`src/rtl/data_mem_responder.sv`:
```
// data_mem_responder: word memory slave with fixed wait-state latency and error response
module data_mem_responder #(
  parameter int LATENCY    = 2,
  parameter int DEPTH_LOG2 = 6
) (
  input  logic        clk,
  input  logic        rst,
  input  logic        mem_rd,
  input  logic        mem_wr,
  input  logic [31:0] address,
  input  logic [31:0] wdata,
  output logic [31:0] rd_data,
  output logic        mem_ready,
  output logic        mem_err,
  output logic        busy
);
  typedef enum logic [1:0] {IDLE, WAIT, RESP} state_t;
  localparam logic [3:0] LAT = 4'(LATENCY);
  state_t                state;
  logic [3:0]            cnt;
  logic [DEPTH_LOG2-1:0] idx;
  logic [31:0]           wd;
  logic                  wr_q, err_q, req_err;
  logic [31:0]           mem [2**DEPTH_LOG2];
  assign req_err = (address[1:0] != 2'b00) || ((address >> (DEPTH_LOG2 + 2)) != '0) || (mem_rd && mem_wr);
  assign busy = state != IDLE;
  // RESP is the cycle before the strobe; outputs are registered as RESP is left
  always_ff @(posedge clk or negedge rst)
    if (!rst) begin
      state     <= IDLE;
      cnt       <= '0;
      idx       <= '0;
      wd        <= '0;
      wr_q      <= 1'b0;
      err_q     <= 1'b0;
      rd_data   <= '0;
      mem_ready <= 1'b0;
      mem_err   <= 1'b0;
    end else begin
      mem_ready <= 1'b0;
      mem_err   <= 1'b0;
      case (state)
        IDLE: if (mem_rd || mem_wr) begin
          idx   <= address[DEPTH_LOG2+1:2];
          wd    <= wdata;
          wr_q  <= mem_wr;
          err_q <= req_err;
          cnt   <= LAT;
          state <= (LAT == 4'd0) ? RESP : WAIT;
        end
        WAIT: begin
          cnt   <= cnt - 4'd1;
          state <= (cnt == 4'd1) ? RESP : WAIT;
        end
        RESP: begin
          mem_ready <= 1'b1;
          mem_err   <= err_q;
          rd_data   <= (err_q || wr_q) ? '0 : mem[idx];
          state     <= IDLE;
        end
        default: state <= IDLE;
      endcase
    end
  // storage is deliberately left out of reset
  always_ff @(posedge clk)
    if (state == RESP && wr_q && !err_q) mem[idx] <= wd;
endmodule

```
`config.mk`:
```
export PLATFORM = sky130hd
export DESIGN_NAME = data_mem_responder
export DESIGN_NICKNAME = d
export VERILOG_FILES = /design/src/rtl/data_mem_responder.sv
export SDC_FILE = /design/constraint.sdc
export NUM_CORES = 2
export LEC_CHECK = 0
export ABC_AREA = 1
export CAP_MARGIN = 10
export CORE_MARGIN = 5
export CORE_UTILIZATION = 35
export CTS_CLUSTER_DIAMETER = 50
export DETAILED_ROUTE_END_ITERATION = 6
export DONT_BUFFER_PORTS = 1
export PLACE_DENSITY_LB_ADDON = 0.1
export SYNTH_ARGS = -nofsm -noshare
export SYNTH_HDL_FRONTEND = slang
export SYNTH_SLANG_ARGS = --single-unit
```
`constraint.sdc`:
```
create_clock -name clk -period 4.4 [get_ports clk]
set_input_delay 0.88 -clock clk [delete_from_list [all_inputs] [get_ports clk]]
set_output_delay 0.88 -clock clk [all_outputs]
set_load 0.01 [all_outputs]
```
---- Yosys cells after proc, flatten, opt, wreduce, memory -nomap -nowiden ----
Memories as Yosys holds them, arrays and structs flattened.
Index checks and enable logic that the tools add are counted.
cells by class
  reductions and logical operators ........ 15
  $add $sub $neg .......................... 1
  mux-type cells .......................... 10
  eq/ne operators ......................... 4
operators by type and width
  kind                 count
  $mux 32              1
  $reduce_bool 32->1   1
  $pmux 4 s2           1
  $reduce_bool 2->1    3
  $eq 4x1->1 const B   1
  $logic_or 1x1->1     4
  $mux 1               4
  $mux 2               2
  $mux 4               1
  $pmux 2 s2           1
  $reduce_and 2->1     2
  $sub 4x1->4 const B  1
  $logic_and 1x1->1    3
  $eq 2x1->1 const B   1
  $eq 2x2->1 const B   1
  $logic_not 2->1      1
  $ne 2x2->1 const B   1
  $logic_not 1->1      1
storage, ports and cells
  memories ................................ 1
  output and inout port bits .............. 35
  input bits .............................. 68
  register bits ........................... 80
  memory bits (writable) .................. 2048
memories
  memory  words  width  rd ports  clocked after memory_dff  write ports  RTL line  source
  mem     64     32     1         0                         1            24        logic [31:0] mem [2**DEPTH_LOG2];

---- Longest topological paths before layout ----
  depth in word-level cells ............... 5
  gate-level depth with buffers ........... 16
  depth with buffers taken out ............ 13

---- Worst setup path after synthesis ----
No wires, ideal clock.
  kind .................................... register -> register
  start point ............................. register idx[5]
  end point ............................... memory mem[16][0] (enable)
  period minus slack after synthesis ...... 3.113 ns
  setup slack ............................. 1.287 ns
  library setup time ...................... 0.421 ns
  cell stages (with the launch flop) ...... 5
  data arrival time ....................... 2.692 ns
  data required time ...................... 3.979 ns
  cell sequence ........................... dfrtp_1 > nor3_1 > clkbuf_1 > inv_1 > nor2_1
RTL lines
  item                      RTL line  source
  start: declaration        21        logic [DEPTH_LOG2-1:0] idx;
  start signal: assignment  44        idx <= address[DEPTH_LOG2+1:2];
  end: declaration          24
Straight into the memory's write port.

---- Worst setup path after layout ----
  start point ............................. register idx[0]
  end point ............................... register rd_data[19]
on the way
  cells in the longest elaborated chain, start to end .. 2
RTL lines
  item                    RTL line  source
  $mem_v2 64x32           n/a
  $mux 32                 58        rd_data <= (err_q || wr_q) ? '0 : mem[idx];
  end signal: assignment  58
  end: declaration        12        output logic [31:0] rd_data,
No other way between the ends.
A chain may end at the register's enable or synchronous reset.

==> qor.log <==
INFO  worst_hold_path hold_path.class=input port to flip-flop
INFO  yosys          post_synth_instance_area=88,800um^2
INFO  worst_hold_path hold_path_startpoint=wdata[5]
INFO  sta            unrepaired_setup_endpoints_after_global_routing=false
INFO  layout         syn2layout_area_growth=16.0%
INFO  layout         utilization=40.7%
INFO  worst_setup_path path_cells=inv_8, buf_12, nand2_1, nand2_1, nand2_1, nand2_1, nand2_1, nand2_1, nand2_1, nand2_1, nor2_1, nand2_1, nand2_1, nand2_1
INFO  sta            endpoints_failing_hold=0
INFO  sta            totalNegativeSetupSlack=0ps
INFO  pwr            static-leakage-power=0.0428uW
INFO  layout         n_fill_cell=24,545
INFO  sta            finalSetupViolations=0
INFO  pwr            vdd.ir_drop.worst=0.000647V
INFO  global_route   grt_max_degree=172
INFO  run_status     outcome=completed
INFO  route          drcViolationCount=0
INFO  floorplanning  fp.dieW=514um
INFO  clock_network  clkTransAtPathRegs=60ps
INFO  worst_setup_path worstSetupEndpointType=flip-flop
INFO  clock_network  clock_tree_from_tritoncts=built
INFO  route          detail_route.iter0.violations=5,225
INFO  floorplanning  dieArea=264,000um^2
INFO  yosys          syn-instance-count=8,751
INFO  global_route   grt_use_total=21.9%
INFO  clock_network  h_tree_level_count=5
INFO  clock_network  cts.root.buffer_cell=clkbuf_16
INFO  floorplanning  top_level_ports=103
INFO  layout         layout_common_cells=nand2_1 (5,930), edfxtp_1 (2,048), clkbuf_16 (302), buf_4 (134), nor2_1 (87)
INFO  worst_setup_path ff2ff_path_depth=14
INFO  worst_setup_path reg2reg_to=rd_data[19]$_DFFE_PN0N_
INFO  worst_setup_path critPathMostFrequentCell=nand2_1
INFO  clock_network  cts_post_setup_buffers_inserted=0
INFO  sta            finalCriticalPeriod=3530ps
INFO  route          detailedRoute.firstPassIterationCount=7
INFO  clock_network  post_cts_resized=0
INFO  sta            timing.fmax=283MHz
INFO  clock_network  cts_max_path_buffers=4
INFO  yosys          synth.net_count=8,821
INFO  yosys          yosys_register_bits=2,128
INFO  worst_setup_path crit_fanout=129
INFO  global_route   first_pass_grt_wire_length=422mm
INFO  global_route   first_global_vias=58,141
INFO  yosys          post_synth.cell_area_avg=10.2um^2
INFO  route          vias_per_cell=4.84
INFO  pwr            power=71,600uW
INFO  worst_hold_path worstHoldEndpoint=wd[5]$_DFFE_PN0P_
INFO  worst_setup_path critical-path-max-stage-delay=750ps
INFO  route          totalWireLength=295mm
INFO  floorplanning  core_region_area=253,000um^2
INFO  clock_network  clock_buffer_count_from_cts=294
INFO  layout         multi_input_area=23,800um^2
INFO  sta            period_share=80.3%
INFO  route          routedWlPerCell=23.8um
INFO  sta            timing.slew.headroom=16.5%
INFO  sta            fin_skew=79.2ps
INFO  worst_setup_path timing.critical_path.slowest_stage_cell=nor2_1
INFO  clock_network  clock_insertion_delay_worst_skew=930ps
INFO  floorplanning  placementRows=185
INFO  clock_network  tritoncts_num_sinks=2,128
INFO  layout         drive_above_1_share=8.00%
INFO  place          port-buffer-count=0
INFO  global_route   initial_antenna_violation_count=21
INFO  sta            timing.final.max_slew_violations=0
INFO  place          routabilityCongestion=0.812
INFO  route          drtAntennaViolNets=0
INFO  flow_run       drv_cap=0
INFO  yosys          synth-seq-area-share=71.5%
INFO  layout         design.final.nets=8,871
INFO  sta            tightest_slew=1250ps
INFO  place          place.detailed.hpwl=162mm
INFO  worst_setup_path r2r_setup_slack=870ps
INFO  worst_setup_path cp-start-kind=flip-flop
INFO  worst_setup_path reg2reg_from=idx[0]$_DFFE_PN0P_
INFO  pwr            power-per-cell-area=694nW/um^2
INFO  worst_hold_path holdPathStages=2
INFO  yosys          synth_cell_type_count=24
INFO  floorplanning  die_h=514um
INFO  worst_setup_path worst_endpoint_required_time=5220ps
INFO  worst_setup_path cp_data_arrival_time=4350ps
INFO  yosys          number_of_warnings_reported_in_the_yosys_synthesis_log=0
INFO  layout         mostFrequentLayoutCell=nand2_1
INFO  worst_setup_path worstSetupPathType=flip-flop to flip-flop
INFO  floorplanning  floorplan.initialDensity=35.0%
INFO  route          route.vias.total=59,898
INFO  global_route   globalRouteOverflowTotal=0
INFO  layout         register_area=63,600um^2
critical path, delay by kind of cell, from the launching register on:
family	cells	cell delay, ps
flip-flops	1	660
AND/OR/NAND/NOR	12	1910
buffers and inverters	2	650
sequential cells by signal (all words and copies together) (netlist names):
| name | cells |
|---|---|
| mem_err | 1 |
| wd | 32 |
| mem_ready | 1 |
| wr_q | 1 |
| state | 2 |
| err_q | 1 |
| rd_data | 32 |
| cnt | 4 |
| mem | 2048 |
| idx | 6 |
cells in the mapped netlist:
cell type,count,area share (%)
nand2_1,5930,25
nor3_1,4,0.023
clkbuf_1,129,0.55
edfxtp_1,2048,69
buf_2,248,1.4
or2_2,4,0.028
a211o_1,1,0.0099
inv_1,34,0.14
o211ai_1,8,0.068
nor3_2,1,0.011
a21oi_1,4,0.023
o21ai_1,6,0.034
or2_0,1,0.0070
nor2_1,156,0.66
o21ai_0,9,0.051
buf_4,5,0.042
ha_1,2,0.028
a31oi_1,1,0.0070
nor4_1,6,0.042
inv_2,5,0.021
nand4_1,2,0.014
dfrtp_1,80,2.3
nand3_1,18,0.10
buf_1,49,0.21
through the flow:
step	area [um^2]	std cells	worst slack [ps]	hold WS (ps)
global placement	93600	11865	954	467
CTS	103000	12377	986	0.0629
global route	103000	12378	734	8.36
floorplan	88800	8751	1290	457
detailed placement	93600	11865	982	473
finish	103000	12379	866	69.1
cell families (layout without fill, tap and decap cells):
logic type,count (synthesis),after routing,share of synthesized area (%)
other,0,2,0
buffers and inverters,470,730,2.36
and+or+nand+nor,6122,6122,25.9
AOI/OAI and AO/OA,29,29,0.192
DFF,2128,2128,71.5
adders and majority gates,2,2,0.0282
repair_timing:
action | 4_1_cts | 5_1_grt
hold endpoints to repair | 84 | 0
hold buffers | 6 | 0
endpoints found under the setup margin | 0 | 0
worst max-delay path by stage:
stage                                   end  slack (ps)                from
global placement    rd_data[19]$_DFFE_PN0N_         950  idx[0]$_DFFE_PN0P_
detailed placement  rd_data[19]$_DFFE_PN0N_         980  idx[0]$_DFFE_PN0P_
global route        rd_data[19]$_DFFE_PN0N_         730  idx[0]$_DFFE_PN0P_
finish              rd_data[19]$_DFFE_PN0N_         870  idx[0]$_DFFE_PN0P_
CTS                 rd_data[19]$_DFFE_PN0N_         990  idx[0]$_DFFE_PN0P_
floorplan              mem[16][0]$_DFFE_PP_        1290  idx[5]$_DFFE_PN0P_
layer usage:
layer  GRT usage (%)  vias up  share of wire (%)
met5               0        -             0.0044
met4            5.24        2                2.3
met3            3.82      360                5.5
met2            35.8     1530                 47
met1            30.4    29615                 45
li1                -    28391                  -
layout make-up:
class	count	area share [%]
clock inverter	145	1.51
inverter	39	0.164
tap	3366	4.09
sequential	2128	61.6
multi-input combinational	6153	23.1
clock buffer	361	7.58
timing repair buffer	185	1.92
antenna	2	0.00485
power breakdown:
group          switching [uW]  internal, uW  leakage [uW]
combinational           16700          4840        0.0188
clock                    8930         14200       0.00453
sequential               1800         25200        0.0196
total                   27400         44200        0.0428
Note: power is estimated with default switching activity, not from simulation.
